===== src/rtl/as2650_mem_pkg.sv =====
// Shared defaults and the data-phase encoding for the AS2650 SRAM arbiter.
package as2650_mem_pkg;

   localparam int ADDR_W_DEF = 13;
   localparam int DATA_W_DEF = 8;

   // Which master's read data arrives from the SRAM in the current cycle.
   typedef enum logic [1:0] {
      IDLE   = 2'd0,
      CPU_RD = 2'd1,
      DMA_RD = 2'd2
   } phase_e;

endpackage


===== src/rtl/as2650_prot_window.sv =====
// CPU write-protect window: address comparator, registered violation pulse
// and saturating violation counter.
module as2650_prot_window #(
   parameter int ADDR_W = 13,
   parameter int CNT_W  = 8
) (
   input  logic              clk,
   input  logic              reset,
   input  logic              prot_en,
   input  logic              cpu_start,
   input  logic              cpu_rw,
   input  logic [ADDR_W-1:0] cpu_adr,
   input  logic [ADDR_W-1:0] prot_lo,
   input  logic [ADDR_W-1:0] prot_hi,
   output logic              blocked,
   output logic              prot_viol,
   output logic [CNT_W-1:0]  prot_cnt
);

   logic             viol_d, viol_q;
   logic [CNT_W-1:0] cnt_d, cnt_q;

   // An inverted window (lo > hi) can never satisfy both compares.
   always_comb begin
      blocked = prot_en & cpu_rw & (cpu_adr >= prot_lo) & (cpu_adr <= prot_hi);
      viol_d  = cpu_start & blocked;
      cnt_d   = cnt_q;
      if (viol_d && (cnt_q != '1)) begin
         cnt_d = cnt_q + 1'b1;
      end
   end

   always_ff @(posedge clk) begin
      if (reset) begin
         viol_q <= 1'b0;
         cnt_q  <= '0;
      end else begin
         viol_q <= viol_d;
         cnt_q  <= cnt_d;
      end
   end

   assign prot_viol = viol_q & ~reset;
   assign prot_cnt  = reset ? '0 : cnt_q;

endmodule


===== src/rtl/as2650_mem_arbiter.sv =====
// Single-port SRAM arbiter: the AS2650 CPU owns the first cycle of each memory
// operation, a DMA/loader master fills every other SRAM cycle.
module as2650_mem_arbiter
   import as2650_mem_pkg::*;
#(
   parameter int ADDR_W = ADDR_W_DEF,
   parameter int DATA_W = DATA_W_DEF,
   parameter int CNT_W  = 8
) (
   input  logic              clk,
   input  logic              reset,
   input  logic              cpu_opreq,
   input  logic              cpu_m_io,
   input  logic              cpu_rw,
   input  logic [ADDR_W-1:0] cpu_adr,
   input  logic [DATA_W-1:0] cpu_dout,
   output logic [DATA_W-1:0] cpu_din,
   input  logic              dma_req,
   input  logic              dma_we,
   input  logic [ADDR_W-1:0] dma_adr,
   input  logic [DATA_W-1:0] dma_wdata,
   output logic              dma_ack,
   output logic [DATA_W-1:0] dma_rdata,
   output logic              dma_rvalid,
   output logic              sram_en,
   output logic              sram_we,
   output logic [ADDR_W-1:0] sram_adr,
   output logic [DATA_W-1:0] sram_wdata,
   input  logic [DATA_W-1:0] sram_rdata,
   input  logic              prot_en,
   input  logic [ADDR_W-1:0] prot_lo,
   input  logic [ADDR_W-1:0] prot_hi,
   output logic              prot_viol,
   output logic [CNT_W-1:0]  prot_cnt
);

   phase_e            phase_d, phase_q;
   logic              opreq_d, opreq_q;
   logic [DATA_W-1:0] cpu_din_d, cpu_din_q;
   logic [DATA_W-1:0] dma_rdata_d, dma_rdata_q;
   logic              cpu_start;
   logic              blocked;

   as2650_prot_window #(
      .ADDR_W (ADDR_W),
      .CNT_W  (CNT_W)
   ) u_prot (
      .clk       (clk),
      .reset     (reset),
      .prot_en   (prot_en),
      .cpu_start (cpu_start),
      .cpu_rw    (cpu_rw),
      .cpu_adr   (cpu_adr),
      .prot_lo   (prot_lo),
      .prot_hi   (prot_hi),
      .blocked   (blocked),
      .prot_viol (prot_viol),
      .prot_cnt  (prot_cnt)
   );

   // DMA handshake: dma_req is held with stable we/adr/wdata until dma_ack;
   // an ack cycle consumes the request, and a read returns dma_rvalid with
   // dma_rdata exactly one cycle after its ack. There is no back-pressure.
   always_comb begin
      sram_en     = 1'b0;
      sram_we     = 1'b0;
      sram_adr    = '0;
      sram_wdata  = '0;
      dma_ack     = 1'b0;
      phase_d     = IDLE;
      opreq_d     = cpu_opreq;
      cpu_start   = cpu_opreq & cpu_m_io & ~opreq_q;

      if (reset) begin
         phase_d = IDLE;
      end else if (cpu_start) begin
         sram_en    = 1'b1;
         sram_we    = cpu_rw & ~blocked;
         sram_adr   = cpu_adr;
         sram_wdata = cpu_dout;
         if (!cpu_rw) phase_d = CPU_RD;
      end else if (dma_req) begin
         sram_en    = 1'b1;
         sram_we    = dma_we;
         sram_adr   = dma_adr;
         sram_wdata = dma_wdata;
         dma_ack    = 1'b1;
         if (!dma_we) phase_d = DMA_RD;
      end

      // Read data is passed through in its phase cycle and held afterwards.
      cpu_din_d   = (phase_q == CPU_RD) ? sram_rdata : cpu_din_q;
      dma_rdata_d = (phase_q == DMA_RD) ? sram_rdata : dma_rdata_q;
      cpu_din     = reset ? '0 : cpu_din_d;
      dma_rdata   = reset ? '0 : dma_rdata_d;
      dma_rvalid  = (phase_q == DMA_RD) & ~reset;
   end

   always_ff @(posedge clk) begin
      if (reset) begin
         phase_q     <= IDLE;
         opreq_q     <= 1'b0;
         cpu_din_q   <= '0;
         dma_rdata_q <= '0;
      end else begin
         phase_q     <= phase_d;
         opreq_q     <= opreq_d;
         cpu_din_q   <= cpu_din_d;
         dma_rdata_q <= dma_rdata_d;
      end
   end

endmodule


===== config.mk =====
export PLATFORM = sky130hd
export DESIGN_NAME = as2650_mem_arbiter
export DESIGN_NICKNAME = d
export VERILOG_FILES = /design/src/rtl/as2650_mem_pkg.sv /design/src/rtl/as2650_prot_window.sv /design/src/rtl/as2650_mem_arbiter.sv
export SDC_FILE = /design/constraint.sdc
export NUM_CORES = 1
export LEC_CHECK = 0
export BUFFER_PORTS_ARGS = -buffer_cell sky130_fd_sc_hd__buf_2
export CAP_MARGIN = 10
export CORE_MARGIN = 2
export CORE_UTILIZATION = 40
export DETAILED_ROUTE_END_ITERATION = 10
export GPL_ROUTABILITY_DRIVEN = 1
export MAX_ROUTING_LAYER = met4
export PLACE_DENSITY = 0.74
export SETUP_SLACK_MARGIN = 0.15
export SYNTH_ARGS = -nofsm -noshare
export SYNTH_HDL_FRONTEND = slang
export SYNTH_SLANG_ARGS = --single-unit
export TNS_END_PERCENT = 5

===== constraint.sdc =====
create_clock -name clk -period 5.84 [get_ports clk]
set_input_delay 1.752 -clock clk [delete_from_list [all_inputs] [get_ports clk]]
set_output_delay 1.752 -clock clk [all_outputs]
set_load 0.02 [all_outputs]

==> flow_metrics.py, run 1 <==
metrics = {
    "status": {
        "status": "completed",
    },
    "clocking": {
        "cts_resized": 0,
        "cts_made_buffers": 3,
        "cts.hold.buffers_added": 0,
        "cts.htree.levels": 1,
        "cts_sinks": 28,
        "clockBufferDepth": 2,
        "root_buffer": "clkbuf_8",
        "path_clk_slew_ns": 0.09,
        "cts_tree": "done",
        "cts_setup_buffers": 0,
        "clk_latency_ns": 0.27,
    },
    "route": {
        "drc": 0,
        "met1Wirelength_mm": 2.38,
        "met2_length_mm": 2.74,
        "first_pass_iters": 4,
        "dr_wl_met3_um": 300,
        "totalWireLength_mm": 5.44,
        "antenna_left": 0,
        "vias": 2226,
        "wl_per_cell_um": 12.0,
        "drt-initial-drc-count": 67,
        "via_per_inst": 4.90,
        "highest_layer": "met4",
    },
    "logic_synthesis": {
        "synthCells": 255,
        "synth_area_leader_cell": "dfxtp_1",
        "synth_compound_area_share_pct": 20.5,
        "ys_seq_area_share_pct": 27.2,
        "yosys_warnings": 0,
        "synth_seq_cells": 28,
        "syn-num-nets": 366,
        "synth_top_area_share_pct": 27.2,
        "synth_area_sq_mm": 0.00206,
        "synth_top_family_by_area": "simple AND/OR/NAND/NOR gates",
        "synthMuxAreaShare_pct": 6.55,
        "synthDistinctLibCells": 42,
        "synthSimpleGateAreaFrac_pct": 21.1,
        "yosys-top-cells-area": "dfxtp_1, ha_1, a22o_1",
        "avgSynthCellArea_sq_um": 8.10,
        "synth_fa_ha_area_share_pct": 16.4,
        "synth_xor_area_share_pct": 0,
    },
    "hold_path": {
        "hold_end": "dma_rdata_q[5]",
        "hp-start": "dma_rdata_q[5]",
        "holdPathStages": 2,
        "hp-class": "reg2reg",
    },
    "critical_path": {
        "start_kind": "input port",
        "cp.arrival_ns": 3.36,
        "path_cells": "buf_2 -> inv_1 -> ha_1 -> nand2b_1 -> a211o_2 -> a211o_2 -> o2111ai_2 -> and2_1 -> buf_2",
        "reg2reg_slack_ns": 3.98,
        "crit_path_end_kind": "output pin",
        "crit-reg2reg-capture": "u_prot.cnt_q[4]",
        "cp.required_ns": 4.09,
        "path_max_fanout": 2,
        "reg2reg_depth": 6,
        "r2r_start": "opreq_q",
        "cp_slowest_cell": "a211o_2",
        "worstSetupPathType": "in2out",
        "worst_path_largest_cell_delay_ns": 0.33,
    },
    "sta": {
        "final-setup-viol-count": 0,
        "grt_setup_unrepaired": "false",
        "post-route-period-util_pct": 87.5,
        "finClkSkew_ns": 0.00430,
        "slew_viol_final": 0,
        "worst_slew_pin_slew_ns": 0.967,
        "slew-limit-headroom_pct": 35.4,
        "fin_crit_ns": 5.11,
        "tns_ns": 0,
        "hold_violations": 0,
        "fmax_mhz": 196,
    },
    "cells_and_area": {
        "drive_gt1_share_pct": 40.9,
        "nNetsFinal": 496,
        "multi_input_area_sq_mm": 0.00134,
        "diodes": 0,
        "layout_commonest_cell": "buf_2",
        "areaGrowthSynthToFinish_pct": 38.7,
        "final_cell_mix": "buf_2, inv_1, dfxtp_1, ha_1, nand2_1",
        "fin_util_pct": 56.8,
        "regArea_sq_um": 561,
        "fill_cells": 461,
    },
    "global_route": {
        "grt_pass1_vias": 1913,
        "grt_max_degree": 41,
        "grt_util_all_layers_pct": 18.5,
        "antenna_found_initial": 0,
        "grt_pass1_wl_mm": 8.14,
        "grt-ovfl-total": 0,
    },
    "die": {
        "num_rows": 26,
        "start_util_pct": 40.9,
        "die_x_um": 75.8,
        "die_h_um": 75.8,
        "dieArea_sq_mm": 0.00575,
        "core_area_sq_mm": 0.00504,
        "num_io_pins": 134,
    },
    "placement": {
        "place_congestion": 0.816,
        "io_buffers": 133,
        "hpwlAfterDp_mm": 4.52,
    },
    "power_and_ir_drop": {
        "p_per_area_mw_per_mm2": 167,
        "leakage_nw": 1.55,
        "ir_drop_uv": 108,
    },
    "run": {
        "cap_violations": 0,
    },
}
[stage by stage]
| step | cell area, sq um | cells | worst slack [ns] | hold WS [ns] | total power [mW] |
|---|---|---|---|---|---|
| 6_report | 2860 | 454 | 0.729 | 0.457 | 0.479 |
| 5_1_grt | 2860 | 454 | 0.630 | 0.481 | 0.509 |
| 4_1_cts | 2860 | 454 | 0.707 | 0.460 | 0.484 |
| 3_5_place_dp | 2790 | 450 | 0.711 | 0.447 | 0.333 |
| 3_3_place_gp | 2790 | 450 | 0.714 | 0.444 | 0.330 |
| 2_1_floorplan | 2060 | 255 | 0.724 | 0.454 | 0.277 |
[state kept, by name, indices dropped and copies added (netlist names)]
signal / count
u_prot.cnt_q: 8
u_prot.viol_q: 1
cpu_din_q: 8
dma_rdata_q: 8
phase_q: 2
opreq_q: 1
[kinds of logic after synthesis]
kind of cell	count (synthesis)
adders and majority gates	27
muxes	13
and+or+nand+nor	88
AOI/OAI and AO/OA	58
DFF	28
buffers and inverters	41
[synth_stat cells]
cell type / number
nand4_1: 2
a21oi_1: 21
a41o_1: 1
nand3_1: 4
o21ai_0: 3
nand2_1: 25
buf_2: 1
a22o_1: 21
a211oi_1: 3
buf_1: 1
nor3b_1: 1
ha_1: 27
nand4_2: 1
buf_6: 1
nor3_1: 5
nor2b_1: 12
o41ai_1: 1
o2111ai_2: 1
nor4_1: 2
and3_1: 1
clkbuf_8: 1
or3_1: 1
and3_2: 3
a211o_2: 2
nand3b_1: 1
mux2i_1: 9
mux2_2: 3
o221ai_1: 1
or2_2: 2
o21ba_1: 1
dfxtp_1: 28
o211ai_1: 1
o31ai_1: 1
or4_1: 1
mux2_1: 1
nor2_1: 22
nand2b_1: 3
inv_1: 28
and2_1: 1
nand2_2: 1
o21ai_2: 1
clkbuf_1: 9
[cell type report]
class / instances / area share (%)
repair buffers: 138 / 24.6
inverters: 28 / 3.67
multi-input cells: 186 / 46.7
flip-flops and latches: 28 / 19.6
clock buffers: 3 / 1.44
well taps: 70 / 3.06
clock inverters: 1 / 1.05
[layer usage]
layer	vias to the layer above	GRT usage, %
li1	1152	-
met1	995	23.0
met2	77	33.1
met3	2	2.91
met4	0	0.585
met5	-	-
[critical path: cells and delay by family]
kind                     cells  cell delay [ns]
AO/OA/AOI/OAI                3             0.72
adder cells (fa/ha/maj)      1             0.28
buffers and inverters        3             0.31
AND/OR/NAND/NOR              2             0.31
[worst max-delay path by stage]
stage                from      end  slack, ns  cells after the start
2_1_floorplan  cpu_adr[0]  sram_we       0.72                      8
3_3_place_gp   cpu_adr[0]  sram_we       0.71                      9
3_5_place_dp   cpu_adr[0]  sram_we       0.71                      9
4_1_cts        cpu_adr[0]  sram_we       0.71                      9
5_1_grt        cpu_adr[0]  sram_we       0.63                      9
6_report       cpu_adr[0]  sram_we       0.73                      9
[where the power goes]
group / internal, mW / total, mW / switching [mW]
registers: 0.194 / 0.196 / 0.00117
clock network: 0.0917 / 0.151 / 0.0594
logic: 0.0602 / 0.132 / 0.0718
Note: power is estimated with default switching activity, not from simulation.
==> run 2: changes to the inputs <==
--- a/config.mk
+++ b/config.mk
@@ -5,6 +5,7 @@
 export SDC_FILE = /design/constraint.sdc
 export NUM_CORES = 1
 export LEC_CHECK = 0
+export ABC_AREA = 1
 export BUFFER_PORTS_ARGS = -buffer_cell sky130_fd_sc_hd__buf_2
 export CAP_MARGIN = 10
 export CORE_MARGIN = 2
==> flow_metrics.py, run 2 <==
metrics = {
    "cells_and_area": {
        "drive_gt1_share_pct": 31.8,
        "diodes": 0,
        "nNetsFinal": 603,
        "areaGrowthSynthToFinish_pct": 33.0,
        "top_regs": "cpu_din_q x8, dma_rdata_q x8, u_prot.cnt_q x8",
        "fin_cells": 562,
        "fill_cells": 575,
        "layout_commonest_cell": "buf_2",
        "final_cell_mix": "buf_2, nand2_1, nor2_1, inv_1, dfxtp_1",
        "design_area_sq_mm": 0.00309,
    },
    "route": {
        "totalWireLength_mm": 6.44,
        "first_pass_iters": 5,
        "vias": 2665,
        "drc": 0,
        "antenna_left": 0,
        "wl_per_cell_um": 11.5,
        "drt-initial-drc-count": 94,
        "via_per_inst": 4.74,
    },
    "die": {
        "dieArea_sq_mm": 0.00644,
        "num_rows": 27,
        "core_area_sq_mm": 0.00557,
        "num_io_pins": 134,
        "die_h_um": 80.2,
        "start_util_pct": 41.7,
        "die_x_um": 80.2,
    },
    "placement": {
        "placed_area_sq_mm": 0.00305,
        "io_buffers": 133,
        "hpwlAfterDp_mm": 5.39,
        "place_congestion": 0.923,
        "dp.cells": 559,
    },
    "clocking": {
        "clockBufferDepth": 2,
        "path_clk_slew_ns": 0.09,
        "cts.hold.buffers_added": 0,
        "cts_tree": "done",
        "clk_latency_ns": 0.27,
        "root_buffer": "clkbuf_8",
        "cts_made_buffers": 3,
        "cts_setup_buffers": 0,
        "cts_resized": 0,
        "cts.htree.levels": 1,
        "cts_sinks": 28,
    },
    "logic_synthesis": {
        "yosys_warnings": 0,
        "syn-num-nets": 472,
        "synth_area_sq_mm": 0.00232,
        "ys.flop_type": "dfxtp_1",
        "synth_top_area_share_pct": 24.1,
        "synth_edf_count": 0,
        "yosys-top-cells-area": "dfxtp_1, ha_1, nand2_1",
        "synth_area_leader_cell": "dfxtp_1",
        "avgSynthCellArea_sq_um": 6.44,
        "synthCells": 361,
        "synth_seq_cells": 28,
        "synthDistinctLibCells": 25,
        "synth_top_cells_by_count": "nand2_1, nor2_1, inv_1, dfxtp_1, ha_1",
        "ys_async_sr_fraction_pct": 0,
        "ys_seq_area_share_pct": 24.1,
        "post-synth-top-count-cell": "nand2_1",
    },
    "sta": {
        "tns_ns": 0,
        "hold_violations": 0,
        "fin_crit_ns": 5.04,
        "slew-limit-headroom_pct": 68.1,
        "grt_setup_unrepaired": "false",
        "slew_viol_final": 0,
        "post-route-period-util_pct": 86.3,
        "fmax_mhz": 198,
        "worst_slew_pin_slew_ns": 0.477,
        "finClkSkew_ns": 0.00729,
        "final-setup-viol-count": 0,
    },
    "global_route": {
        "grt-ovfl-total": 0,
        "grt_pass1_vias": 2463,
        "grt_util_all_layers_pct": 20.8,
        "grt_max_degree": 25,
        "antenna_found_initial": 0,
        "grt_pass1_wl_mm": 10.6,
    },
    "critical_path": {
        "cp_slowest_cell": "ha_1",
        "crit_family": "simple AND/OR/NAND/NOR gates",
        "path_cells": "buf_2 -> ha_1 -> a21oi_1 -> nand2_1 -> nor2_1 -> nor2_2 -> nor2_1 -> nor2_4 -> a21oi_1 -> buf_2",
        "worstSetupPathType": "in2out",
        "critical_path_buf_inv_count": 2,
        "cp.required_ns": 4.09,
        "crit_path_end_kind": "output pin",
        "worst_path_largest_cell_delay_ns": 0.31,
        "start_kind": "input port",
        "path_max_fanout": 11,
        "cp.arrival_ns": 3.29,
    },
    "power_and_ir_drop": {
        "leakage_nw": 1.83,
        "p_per_area_mw_per_mm2": 147,
        "p_total_mw": 0.454,
        "ir_drop_uv": 79.3,
    },
    "run": {
        "cap_violations": 0,
    },
    "hold_path": {
        "hp-class": "reg2reg",
    },
    "status": {
        "status": "completed",
    },
}
run 2: changes by cell type after synthesis, moves of 5 or more:
cell | previous run | this run
a21oi_1 | 21 | 8
nor2b_1 | 12 | 0
inv_1 | 28 | 63
a32o_1 | 0 | 20
o21ai_0 | 3 | 18
nand3_1 | 4 | 10
nand4_1 | 2 | 7
nand2_1 | 25 | 73
a22o_1 | 21 | 0
nor2_2 | 0 | 5
mux2i_1 | 9 | 0
nor2_1 | 22 | 71
run 2: path summary, 6_finish.rpt:
path,from,to,slack (ns),cells past startpoint
setup / recovery,cpu_adr[4],sram_we,0.80,10
hold / removal,dma_rdata_q[2],dma_rdata_q[2],0.49,2
setup reg to reg,opreq_q,u_prot.cnt_q[3],4.18,9
hold reg to reg,dma_rdata_q[2],dma_rdata_q[2],0.49,2
run 2: layout make-up:
| cell class | instances | area [sq um] | share of cell area, % |
|---|---|---|---|
| Inverter | 68 | 256 | 8.29 |
| Tap cell | 72 | 90.1 | 2.91 |
| Clock buffer | 3 | 41.3 | 1.33 |
| Timing Repair Buffer | 137 | 696 | 22.5 |
| Sequential cell | 28 | 561 | 18.1 |
| Multi-Input combinational cell | 254 | 1450 | 46.8 |
run 2: power breakdown:
group	leakage [nW]	switching (mW)	internal, mW
clock network	0.0216	0.0548	0.0462
registers	0.227	0.00152	0.196
logic	1.58	0.0931	0.0624
total	1.83	0.149	0.305
run 2: cell families after synthesis:
logic type	after synthesis	share of synthesized area, %
DFF	28	24.1
adders and majority gates	27	14.5
buffers and inverters	79	13.6
AOI/OAI and AO/OA	47	14.5
and+or+nand+nor	180	33.3
run 2: worst min-delay path: cells and delay by family (launching register included):
| family | cells | cell delay (ns) |
|---|---|---|
| simple gates | 2 | 0.14 |
| flops | 1 | 0.31 |
run 2: metrics by stage:
step,setup WS [ns],hold slack (ns),utilization (%)
floorplan,0.956,0.509,-
global placement,0.871,0.477,54.7
detailed placement,0.845,0.481,54.7
CTS,0.844,0.494,55.5
global route,0.694,0.511,55.5
finish,0.802,0.489,55.5
run 2: metal layers:
metal  part of all wire (%)  track usage, %  wire length [um]
met1                     44            24.9              2830
met2                     48            35.7              3100
met3                    5.3            4.38               339
met4                    2.6            5.25               169
met5                      0               -                 0
==> run 3: changes to the inputs <==
--- a/config.mk
+++ b/config.mk
@@ -8,6 +8,7 @@
 export ABC_AREA = 1
 export BUFFER_PORTS_ARGS = -buffer_cell sky130_fd_sc_hd__buf_2
 export CAP_MARGIN = 10
+export CORE_ASPECT_RATIO = 1.2
 export CORE_MARGIN = 2
 export CORE_UTILIZATION = 40
 export DETAILED_ROUTE_END_ITERATION = 10
==> flow_metrics.py, run 3 (same netlist as run 2, synthesis figures left out) <==
metrics = {
    "status": {
        "status": "completed",
    },
    "cells_and_area": {
        "drive_gt1_share_pct": 32.0,
        "diodes": 0,
        "top_regs": "cpu_din_q x8, dma_rdata_q x8, u_prot.cnt_q x8",
        "fin_util_pct": 55.0,
        "final_cell_mix": "buf_2, nand2_1, nor2_1, inv_1, dfxtp_1",
        "layout_commonest_cell": "buf_2",
        "nNetsFinal": 603,
        "fin_cells": 555,
        "design_area_sq_mm": 0.00310,
        "areaGrowthSynthToFinish_pct": 33.2,
        "fill_cells": 566,
    },
    "die": {
        "dieArea_sq_mm": 0.00644,
        "num_io_pins": 134,
        "die_h_um": 87.5,
        "num_rows": 30,
        "start_util_pct": 41.3,
        "die_x_um": 73.6,
        "core_area_sq_mm": 0.00563,
    },
    "sta": {
        "fin_crit_ns": 5.02,
        "slew_viol_final": 0,
        "final-setup-viol-count": 0,
        "hold_violations": 0,
        "finClkSkew_ns": 0.00690,
        "fin_ws_ns": 0.817,
        "whs_ns": 0.488,
        "tns_ns": 0,
        "worst_slew_pin_slew_ns": 0.604,
        "grt_setup_unrepaired": "false",
        "post-route-period-util_pct": 86.0,
        "slew-limit-headroom_pct": 59.6,
        "fmax_mhz": 199,
    },
    "critical_path": {
        "path_max_fanout": 13,
        "path_cells": "buf_2 -> ha_1 -> nand2_1 -> nor2_1 -> inv_2 -> nor2_2 -> nand2_1 -> nand2_1 -> nand2_2 -> a21oi_1 -> buf_2",
        "cp_slowest_cell": "ha_1",
        "cp.required_ns": 4.09,
        "worstSetupPathType": "in2out",
        "start_kind": "input port",
        "critical_path_buf_inv_count": 3,
        "crit_top_cell": "nand2_1",
        "crit_path_end_kind": "output pin",
        "crit_family": "simple AND/OR/NAND/NOR gates",
        "worst_path_largest_cell_delay_ns": 0.29,
        "cp.arrival_ns": 3.27,
    },
    "clocking": {
        "cts.htree.levels": 1,
        "cts_sinks": 28,
        "cts_made_buffers": 3,
        "clockBufferDepth": 2,
        "clk_latency_ns": 0.27,
        "cts_setup_buffers": 0,
        "cts.hold.buffers_added": 0,
        "cts_resized": 0,
        "cts_tree": "done",
        "root_buffer": "clkbuf_8",
        "path_clk_slew_ns": 0.08,
    },
    "power_and_ir_drop": {
        "p_per_area_mw_per_mm2": 151,
        "p_total_mw": 0.469,
        "ir_drop_uv": 88.6,
        "leakage_nw": 1.84,
    },
    "route": {
        "first_pass_iters": 4,
        "totalWireLength_mm": 6.42,
        "antenna_left": 0,
        "vias": 2681,
        "drt-initial-drc-count": 101,
        "via_per_inst": 4.83,
        "wl_per_cell_um": 11.6,
        "drc": 0,
    },
    "placement": {
        "io_buffers": 133,
        "placed_area_sq_mm": 0.00304,
        "place_congestion": 0.877,
        "hpwlAfterDp_mm": 5.39,
        "dp.cells": 551,
        "place_ws_ns": 0.796,
    },
    "global_route": {
        "grt_util_all_layers_pct": 20.5,
        "grt-ovfl-total": 0,
        "grt_pass1_vias": 2506,
        "grt_pass1_wl_mm": 10.5,
        "grt_max_degree": 25,
        "antenna_found_initial": 0,
    },
    "hold_path": {
        "hp-class": "reg2reg",
    },
    "run": {
        "cap_violations": 0,
    },
}
[run 3: cell types whose count changed in the layout (fill, tap and decap cells not counted), sizes merged]
cell,change
clkbuf,+1
[run 3: path summary, 6_finish.rpt]
| check | from | endpoint | slack (ns) | cells past startpoint |
|---|---|---|---|---|
| worst max-delay path | cpu_adr[12] | sram_we | 0.82 | 11 |
| worst min register to register | dma_rdata_q[1] | dma_rdata_q[1] | 0.49 | 2 |
| worst min-delay path | dma_rdata_q[1] | dma_rdata_q[1] | 0.49 | 2 |
| worst max register to register | opreq_q | u_prot.cnt_q[3] | 4.16 | 10 |
[run 3: worst reg2reg max path, stage by stage (launching register included)]
cell and delay (ns):
dfxtp_1 0.32, nor2_2 0.09, buf_4 0.27, nand2_1 0.15
nor2_2 0.16, inv_1 0.09, nor2_4 0.24, nand3_1 0.11
nand2_1 0.07, inv_1 0.04, nor2_1 0.10
[run 3: report_power, final]
group	switching [mW]	leakage (nW)	internal [mW]
sequential	0.00142	0.227	0.196
clock	0.0554	0.0288	0.0602
combinational	0.0929	1.58	0.0623
total	0.150	1.84	0.319
[run 3: area by class of cell]
| cell class | instances | area [sq um] | area share, % |
|---|---|---|---|
| repair buffers | 137 | 696 | 22.5 |
| clock buffers | 4 | 55.1 | 1.78 |
| inverters | 68 | 256 | 8.28 |
| multi-input cells | 254 | 1450 | 46.8 |
| flip-flops and latches | 28 | 561 | 18.1 |
| well taps | 64 | 80.1 | 2.59 |
[run 3: layer usage]
| layer | global-route usage (%) | wire length, um | share of wire [%] |
|---|---|---|---|
| met1 | 23.1 | 2730 | 43 |
| met2 | 38.9 | 3270 | 51 |
| met3 | 1.85 | 388 | 6.0 |
| met4 | 3.47 | 27 | 0.42 |
| met5 | - | 0 | 0 |
